<file path="config.mk">
export PLATFORM = sky130hd
export DESIGN_NAME = uart_frame_tx
export DESIGN_NICKNAME = d
export VERILOG_FILES = /design/src/rtl/uart_frame_tx.sv
export SDC_FILE = /design/constraint.sdc
export NUM_CORES = 1
export LEC_CHECK = 0
export CORE_ASPECT_RATIO = 1.25
export CORE_MARGIN = 3
export CORE_UTILIZATION = 64
export DETAILED_ROUTE_END_ITERATION = 7
export HOLD_SLACK_MARGIN = 0.06
export PLACE_DENSITY_LB_ADDON = 0.25
export REMOVE_ABC_BUFFERS = 1
export SYNTH_ARGS = -nofsm -noshare
export SYNTH_HDL_FRONTEND = slang
export SYNTH_SLANG_ARGS = --single-unit
</file>
<file path="constraint.sdc">
create_clock -name clk -period 4.15 [get_ports clk]
set_clock_uncertainty 0.05 [all_clocks]
set_input_delay 0.415 -clock clk [delete_from_list [all_inputs] [get_ports clk]]
set_output_delay 0.415 -clock clk [all_outputs]
set_load 0.005 [all_outputs]
</file>
<file path="src/rtl/uart_frame_tx.sv">
// Buffered UART frame transmitter: a word FIFO feeding an 8N1 serializer that sends SOF, payload MSB first, EOF.
// Define UART_FRAME_CKSUM_EN to insert an XOR checksum byte between the payload and EOF.
module uart_frame_tx #(
  parameter int         CLK_FREQ   = 25000000,
  parameter int         BAUD       = 115200,
  parameter int         WORD_W     = 32,
  parameter int         FIFO_DEPTH = 4,
  parameter logic [7:0] SOF        = 8'hF5,
  parameter logic [7:0] EOF        = 8'hFA
) (
  input  logic                          clk,
  input  logic                          rst_n,
  input  logic [WORD_W-1:0]             data,
  input  logic                          valid,
  output logic                          ready,
  output logic                          ftdi_rxd,
  output logic                          busy,
  output logic                          frame_done,
  output logic [$clog2(FIFO_DEPTH):0]   level
);

  localparam int CLKS_PER_BIT = CLK_FREQ / BAUD;
  localparam int NBYTES       = WORD_W / 8;
  localparam int AW           = $clog2(FIFO_DEPTH);
  localparam int LVL_W        = AW + 1;
  localparam int CNT_W        = $clog2(CLKS_PER_BIT);
  localparam int BIDX_W       = (NBYTES > 1) ? $clog2(NBYTES) : 1;

  typedef enum logic [2:0] {
    F_IDLE, F_SOF, F_DATA, F_EOF
`ifdef UART_FRAME_CKSUM_EN
    , F_CKSUM
`endif
  } fstate_t;

  typedef enum logic [1:0] {B_START, B_DATA, B_STOP} bstate_t;

`ifdef UART_FRAME_CKSUM_EN
  function automatic logic [7:0] f_cksum(input logic [WORD_W-1:0] w);
    logic [7:0] acc;
    acc = '0;
    for (int i = 0; i < NBYTES; i++) acc = acc ^ w[i*8 +: 8];
    return acc;
  endfunction
`endif

  logic [WORD_W-1:0] r_mem [FIFO_DEPTH];
  logic [AW-1:0]     r_wr_ptr;
  logic [AW-1:0]     r_rd_ptr;
  logic [LVL_W-1:0]  r_level;
  logic              r_ready;

  fstate_t           r_fstate;
  bstate_t           r_bstate;
  logic [CNT_W-1:0]  r_clk_cnt;
  logic [2:0]        r_bit_cnt;
  logic [BIDX_W-1:0] r_byte_idx;
  logic [WORD_W-1:0] r_frame;
`ifdef UART_FRAME_CKSUM_EN
  logic [7:0]        r_cksum;
`endif

  logic              r_rxd;
  logic              r_busy;
  logic              r_end_p0;
  logic              r_frame_done;

  logic              w_push;
  logic              w_pop;
  logic              w_bit_end;
  logic              w_stop_end;
  logic              w_frame_end;
  logic              w_byte_adv;
  logic [LVL_W-1:0]  w_level_nxt;
  logic [7:0]        w_byte;
  logic              w_line;

  assign w_push      = valid && r_ready;
  assign w_bit_end   = (r_clk_cnt == CNT_W'(CLKS_PER_BIT - 1));
  assign w_stop_end  = (r_fstate != F_IDLE) && (r_bstate == B_STOP) && w_bit_end;
  assign w_frame_end = (r_fstate == F_EOF) && w_stop_end;
  assign w_byte_adv  = (r_fstate == F_DATA) && w_stop_end;
  assign w_pop       = (r_level != '0) && ((r_fstate == F_IDLE) || w_frame_end);

  always_comb begin
    w_level_nxt = r_level;
    if (w_push && !w_pop)      w_level_nxt = r_level + 1'b1;
    else if (!w_push && w_pop) w_level_nxt = r_level - 1'b1;
  end

  // Current byte is chosen by frame state; payload leaves MSB first via the shifting frame register.
  always_comb begin
    case (r_fstate)
      F_DATA:  w_byte = r_frame[WORD_W-1 -: 8];
      F_EOF:   w_byte = EOF;
`ifdef UART_FRAME_CKSUM_EN
      F_CKSUM: w_byte = r_cksum;
`endif
      default: w_byte = SOF;
    endcase
    w_line = 1'b1;
    if (r_fstate != F_IDLE) begin
      case (r_bstate)
        B_START: w_line = 1'b0;
        B_DATA:  w_line = w_byte[r_bit_cnt];
        default: w_line = 1'b1;
      endcase
    end
  end

  always_ff @(posedge clk) begin
    if (w_push) r_mem[r_wr_ptr] <= data;
    if (w_pop) begin
      r_frame <= r_mem[r_rd_ptr];
`ifdef UART_FRAME_CKSUM_EN
      r_cksum <= f_cksum(r_mem[r_rd_ptr]);
`endif
    end else if (w_byte_adv) begin
      r_frame <= r_frame << 8;
    end
  end

  always_ff @(posedge clk or negedge rst_n) begin
    if (!rst_n) begin
      r_wr_ptr     <= '0;
      r_rd_ptr     <= '0;
      r_level      <= '0;
      r_ready      <= 1'b0;
      r_fstate     <= F_IDLE;
      r_bstate     <= B_START;
      r_clk_cnt    <= '0;
      r_bit_cnt    <= '0;
      r_byte_idx   <= '0;
      r_rxd        <= 1'b1;
      r_busy       <= 1'b0;
      r_end_p0     <= 1'b0;
      r_frame_done <= 1'b0;
    end else begin
      r_level <= w_level_nxt;
      r_ready <= (w_level_nxt != LVL_W'(FIFO_DEPTH));
      if (w_push) r_wr_ptr <= r_wr_ptr + 1'b1;
      if (w_pop)  r_rd_ptr <= r_rd_ptr + 1'b1;

      // Line, busy and the end-of-frame flag all trail the sequencer state by one register stage.
      r_rxd        <= w_line;
      r_busy       <= (r_fstate != F_IDLE);
      r_end_p0     <= w_frame_end;
      r_frame_done <= r_end_p0;

      if (r_fstate != F_IDLE) begin
        if (w_bit_end) begin
          r_clk_cnt <= '0;
          case (r_bstate)
            B_START: begin
              r_bstate  <= B_DATA;
              r_bit_cnt <= '0;
            end
            B_DATA: begin
              if (r_bit_cnt == 3'd7) r_bstate <= B_STOP;
              else                   r_bit_cnt <= r_bit_cnt + 1'b1;
            end
            default: r_bstate <= B_START;
          endcase
        end else begin
          r_clk_cnt <= r_clk_cnt + 1'b1;
        end
      end

      if (w_pop) begin
        r_fstate <= F_SOF;
      end else if (w_stop_end) begin
        case (r_fstate)
          F_SOF: begin
            r_fstate   <= F_DATA;
            r_byte_idx <= BIDX_W'(NBYTES - 1);
          end
          F_DATA: begin
            if (r_byte_idx == '0) begin
`ifdef UART_FRAME_CKSUM_EN
              r_fstate <= F_CKSUM;
`else
              r_fstate <= F_EOF;
`endif
            end else begin
              r_byte_idx <= r_byte_idx - 1'b1;
            end
          end
`ifdef UART_FRAME_CKSUM_EN
          F_CKSUM: r_fstate <= F_EOF;
`endif
          default: r_fstate <= F_IDLE;
        endcase
      end
    end
  end

  assign ready      = r_ready;
  assign ftdi_rxd   = r_rxd;
  assign busy       = r_busy;
  assign frame_done = r_frame_done;
  assign level      = r_level;

endmodule

</file>
# Word level (Yosys, flattened, before mapping)
# Memory sizes are Yosys's and may differ from the RTL's.
# Cells that the tools add are included.
op_classes:
  addsub: 7
  order_cmp: 1
  n_eq_ne: 12
  n_mux: 22
  bitwise: 1
  reduce_logical: 24
op_table:
  columns: ["operator", "count"]
  rows:
  - ["32-bit 2-to-1 mux", 2]
  - ["3-bit 2-to-1 mux", 6]
  - ["8-bit one-hot mux with 2 select lines", 1]
  - ["3-bit one-hot mux with 2 select lines", 2]
  - ["8-bit by 1-bit adder with 8-bit output (second input constant)", 1]
  - ["8-bit == test (second input constant)", 1]
  - ["1-bit logical AND", 8]
  - ["8-bit 2-to-1 mux", 1]
  - ["2-bit one-hot mux with 2 select lines", 2]
  - ["4-bit AND reduction", 2]
  - ["2-bit nonzero test", 4]
  - ["3-bit by 1-bit adder with 3-bit output (second input constant)", 2]
  - ["3-bit by 2-bit == test with 1-bit output (second input constant)", 2]
  - ["2-bit != test (second input constant)", 3]
  - ["3-bit nonzero test", 2]
  - ["2-bit by 1-bit adder with 2-bit output (second input constant)", 2]
  - ["2-bit zero test", 2]
  - ["3-bit by 4-bit < comparator with 1-bit output (second input constant)", 1]
  - ["1-bit 2-to-1 mux", 4]
  - ["2-bit 2-to-1 mux", 2]
  - ["1-bit binary-select mux with 3-bit select", 1]
  - ["3-bit by 1-bit == test with 1-bit output (second input constant)", 1]
  - ["3-bit == test (second input constant)", 1]
  - ["3-bit zero test", 1]
  - ["other kinds (12)", 13]
totals:
  reg_bits: 62
  mem_bits_rw: 128
  in_bits: 35
  out_inout_bits: 7
  memories: 1
mem_list:
  columns: ["name", "words", "width", "read_ports", "rd_clocked_by_memory_dff", "wr", "line", "text"]
  rows:
  - ["r_mem", 4, 32, 1, 0, 1, "47", "logic [WORD_W-1:0] r_mem [FIFO_DEPTH];"]

# Logic depth before layout (Yosys ltp)
logic_depth:
  depth_word: 10
  mapped_depth: 9
  depth_no_buf: 7

# Worst setup path after synthesis
# OpenSTA, ideal clock, no wires.
synth_timing:
  path_kind: "flip-flop to flip-flop"
  from: "register r_fstate[1]"
  to: "register r_frame[0], enable pin"
  setup_time_ns: 0.478
  arrival_time_ns: 2.071
  t_required_ns: 3.622
  slack_ns: 1.551
  path_stages_with_launch: 8
  n_path_buf: 2
  path_cell_list: "dfrtp_1 ha_1 and3b_1 and4_1 nor2_1 buf_2 buf_2 nand2_1"
synth_via:
  elab_chain_cells: 7
  word_cells_on_any_way: 11
  classes_between: "eq/ne: 2; reduce/logical: 9"
synth_rtl:
  columns: ["element", "line", "text"]
  rows:
  - ["from (decl)", "53", "fstate_t r_fstate;"]
  - ["from (signal assigned)", "129", "r_fstate <= F_IDLE;"]
  - ["from (signal assigned)", "170", "r_fstate <= F_SOF;"]
  - ["from (signal assigned)", "174", "r_fstate <= F_DATA;"]
  - ["3-bit nonzero test", "80", "assign w_stop_end = (r_fstate != F_IDLE) && (r_bstate == B_STOP) && w_bit_end;"]
  - ["1-bit logical AND (2 in a row)", "80", null]
  - ["1-bit logical AND", "81", "assign w_frame_end = (r_fstate == F_EOF) && w_stop_end;"]
  - ["1-bit logical OR", "83", "assign w_pop = (r_level != '0) && ((r_fstate == F_IDLE) || w_frame_end);"]
  - ["1-bit logical AND", "83", null]
  - ["2-bit nonzero test (no source line) (*)", null, null]
  - ["to (signal assigned)", "114", "r_frame <= r_mem[r_rd_ptr];"]
  - ["to (signal assigned)", "119", "r_frame <= r_frame << 8;"]
  - ["to (decl)", "58", "logic [WORD_W-1:0] r_frame;"]
# Mark *: on every way between the ends. The rest lies on a longest branch, timed or not.
# A chain may end at the register's enable or synchronous reset.

# Worst setup path in the final report
layout_timing:
  from: "register r_fstate[1]"
  to: "register r_ready, in the netlist ready"
layout_via:
  elab_chain_cells: 10
  word_cells_on_any_way: 14
  classes_between: "eq/ne: 2; mux: 2; reduce/logical: 10"
layout_rtl:
  columns: ["element", "line", "text"]
  rows:
  - ["3-bit nonzero test", "80", null]
  - ["1-bit logical AND (2 in a row)", "80", null]
  - ["1-bit logical AND", "81", null]
  - ["1-bit logical OR (*)", "83", null]
  - ["1-bit logical AND (*)", "83", null]
  - ["1-bit logical AND or 1-bit zero test (tied branches)", "88, 87", null]
  - ["3-bit 2-to-1 mux or 1-bit logical AND (tied branches)", "88, 87", null]
  - ["3-bit 2-to-1 mux (*)", "87", "if (w_push && !w_pop) w_level_nxt = r_level + 1'b1;"]
  - ["via w_level_nxt[2]", "74", "logic [LVL_W-1:0] w_level_nxt;"]
  - ["3-bit != test (*)", "140", "r_ready <= (w_level_nxt != LVL_W'(FIFO_DEPTH));"]
  - ["to (signal assigned)", "140", null]
  - ["to (decl)", "51", "logic r_ready;"]
# Mark *: on every way through the listed nets, which the timed path passes. The rest lies on a longest branch.

==> impl_results.md <==
- Pwr dens: 610 nW/um2
- Mapped Cells: 453
- Sequential area share after synthesis: 72.4%
- Worst-path clk slew: 70 ps
- Placement Cell Area: 8220 um2
- Hold Buf Count CTS: 0
- DRT iter0 DRCs: 263
- Post-route setup TNS: 0 ps
- Worst-skew pair later-pin latency: 430 ps
- DR WL/cell: 19.3 um
- Final Hold Fails: 0
- Synth Warn #: 0
- Hpwl dp: 7600 um
- Relative slew margins: 43.7%
- Die span in x: 104 um
- Antenna viol nets, final: 0
- Syn Area/Cell: 16.9 um2
- WP data arrival: 2740 ps
- Root buffer cell: clkbuf_16
- Share of cells above drive strength 1: 18.3%
- Post_cts resized: 0
- CTS tree: built
- Max Clock Freq: 400 MHz
- Critical path required time: 4390 ps
- CP startpoint kind: flop
- Maximum vdd drop: 0.000423 V
- Min Clock Period, post-route: 2500 ps
- Nets: 552
- Final-report setup violation count: 0
- Final core occ: 75.2%
- Element type at the critical path end: flop
- TritonCTS buffer count: 17
- Routed Wire Length: 13,000 um
- DIE HEIGHT: 128 um
- Flops & latches, synth: 189
- Number of synthesized flops with an enable pin: 160
- Initial antenna violation count: 0
- ANT cells: 0
- Leakage power: 3.17 nW
- First-pass iteration count of the detailed router: 5
- Max FO, Critical Path: 39
- Initial Utilization: 65.5%
- Max-cap violations: 0
- Hold WC Path Type: flop to flop
- Setup bufs post-CTS: 0
- Final Max Tran Viols: 0
- H-tree depth: 4
- Worst-Margin Slew: 845 ps
- Clk sinks: 189
- Die ar.: 13,300 um2
- Buffer levels on the longest clock path: 2
- Fillers: 690
- Routability cong.: 0.807
- Multi-input logic area: 1970 um2
- Cell variety after synth: 48
- Ys flop type: edfxtp_1
- Vias: 3,890
- Hold slack: 310 ps
- Grt total ovfl: 0
- WS Path Type: flop to flop
- Largest net degree at the start of global routing: 40
- Sequential Area: 5530 um2
- Final Cell Area: 8780 um2
- Status: finished, final reports clean
- Ys async rst share: 15.3%
- Final period util: 60.2%
- Row count: 44
- I/O Buffers: 41
- Mapped Area: 7640 um2
- First-pass GRT wire length: 21,500 um
- RSZ-0062 raised after global routing: false
- Layout area overhead: 14.8%
- Core area: 11,700 um2
- Total track usage: 21.8%
- Remaining DRCs: 0
- Top-level port count: 42
- Vias per cell: 5.76
- Vias in the first global route: 4,224
## layout make-up
| cell class | instances | area share (%) |
|---|---|---|
| multi-input combinational | 232 | 22.4 |
| timing repair buffer | 49 | 5.36 |
| clock buffer | 17 | 4.85 |
| sequential | 189 | 63.0 |
| clock inverter | 15 | 1.50 |
| tap | 161 | 2.29 |
| inverter | 12 | 0.513 |
## placed cells by master, fill, tap and decap left out, types with 3 or more instances in the layout
master           Yosys  final
and3_1               6      6
and2_1              10     10
inv_1               12     12
clkdlybuf4s50_1      0     41
nand3_1              3      3
nand2_1             89     89
clkbuf_16            0     17
mux2_2               3      3
mux4_2              33     33
clkinv_4             0      5
nor2_1              10      9
inv_6                0      4
edfxtp_1           160    160
xnor2_1              8      8
mux2i_1              4      4
xor2_1               3      3
o21ai_0              7      7
buf_4                0      8
ha_1                16     16
a21oi_1              3      3
clkinvlp_4           0      4
dfrtp_1             28     26
a22o_2               3      3
## worst paths after layout
| check | startpoint | slack (ps) | to | cells past startpoint |
|---|---|---|---|---|
| setup reg to reg | r_fstate[1]$_DFFE_PN0P_ | 1650 | ready$_DFF_PN0_ | 6 |
| hold reg to reg | r_end_p0$_DFF_PN0_ | 310 | frame_done$_DFF_PN0_ | 0 |
| max in group asynchronous | rst_n | 3410 | ftdi_rxd$_DFF_PN1_ | 2 |
| min in group asynchronous | rst_n | 320 | r_clk_cnt[6]$_DFFE_PN0P_ | 2 |
| setup / recovery | r_fstate[1]$_DFFE_PN0P_ | 1650 | ready$_DFF_PN0_ | 6 |
| hold / removal | r_end_p0$_DFF_PN0_ | 310 | frame_done$_DFF_PN0_ | 0 |
## where the power goes
group / switching [mW] / internal (mW) / total (mW)
Clock: 0.705 / 0.785 / 1.49
Sequential: 0.263 / 2.48 / 2.74
Combinational: 0.545 / 0.578 / 1.12
Total: 1.51 / 3.84 / 5.35
## stage by stage
stage          total power [mW]  worst slack (ps)  instances
2_1_floorplan              3.51               694        433
3_3_place_gp               3.86              1760        643
3_5_place_dp               3.91              1650        643
4_1_cts                    5.42              1650        675
5_1_grt                    5.64              1480        675
6_report                   5.35              1650        675
## per-layer routing
layer	wire length, um	vias to the layer above	track usage, %
li1	-	1809	-
met1	4920	1944	25.1
met2	7190	118	37.7
met3	629	19	5.39
met4	274	0	12.1
met5	0	-	0
## cell usage after synthesis, drive strengths merged (3+ instances only)
library cell / count / area, um2
a21oi: 3 / 15.0
a22o: 5 / 47.6
and2: 11 / 70.1
and3: 8 / 52.6
and4: 4 / 37.5
buf: 7 / 41.3
clkbuf: 13 / 58.8
dfrtp: 28 / 701
edfxtp: 160 / 4800
ha: 16 / 200
inv: 12 / 45.0
mux2: 3 / 33.8
mux2i: 4 / 40.0
mux4: 33 / 743
nand2: 90 / 340
nand3: 3 / 15.0
nor2: 10 / 37.5
o21ai: 7 / 35.0
xnor2: 8 / 70.1
xor2: 3 / 26.3
## worst max-delay path: stages, from the launching register on
cell,delay (ps)
dfrtp_1,430
ha_1,240
and3b_1,200
nand4_1,140
nand2_2,470
a221oi_2,460
or3b_1,390
## registers in the layout (all words and copies together) (netlist names)
signal / cells
r_fstate: 2
ftdi_rxd: 1
r_frame: 32
r_wr_ptr: 2
r_bit_cnt: 3
r_end_p0: 1
r_rd_ptr: 2
r_mem: 128
busy: 1
r_clk_cnt: 8
frame_done: 1
r_bstate: 2
ready: 1
r_byte_idx: 2
level: 3
## cells by family (layout without fill, tap and decap cells)
logic type | count (synthesis) | count (layout) | share of synthesized area, %
simple gates | 141 | 141 | 8.82
buf+inv | 32 | 93 | 1.90
mux | 40 | 40 | 10.7
xor+xnor | 11 | 11 | 1.26
fa+ha+maj | 16 | 16 | 2.62
flops | 189 | 189 | 72.4
compound gates | 24 | 24 | 2.36
(Power assumes the default switching activity.)
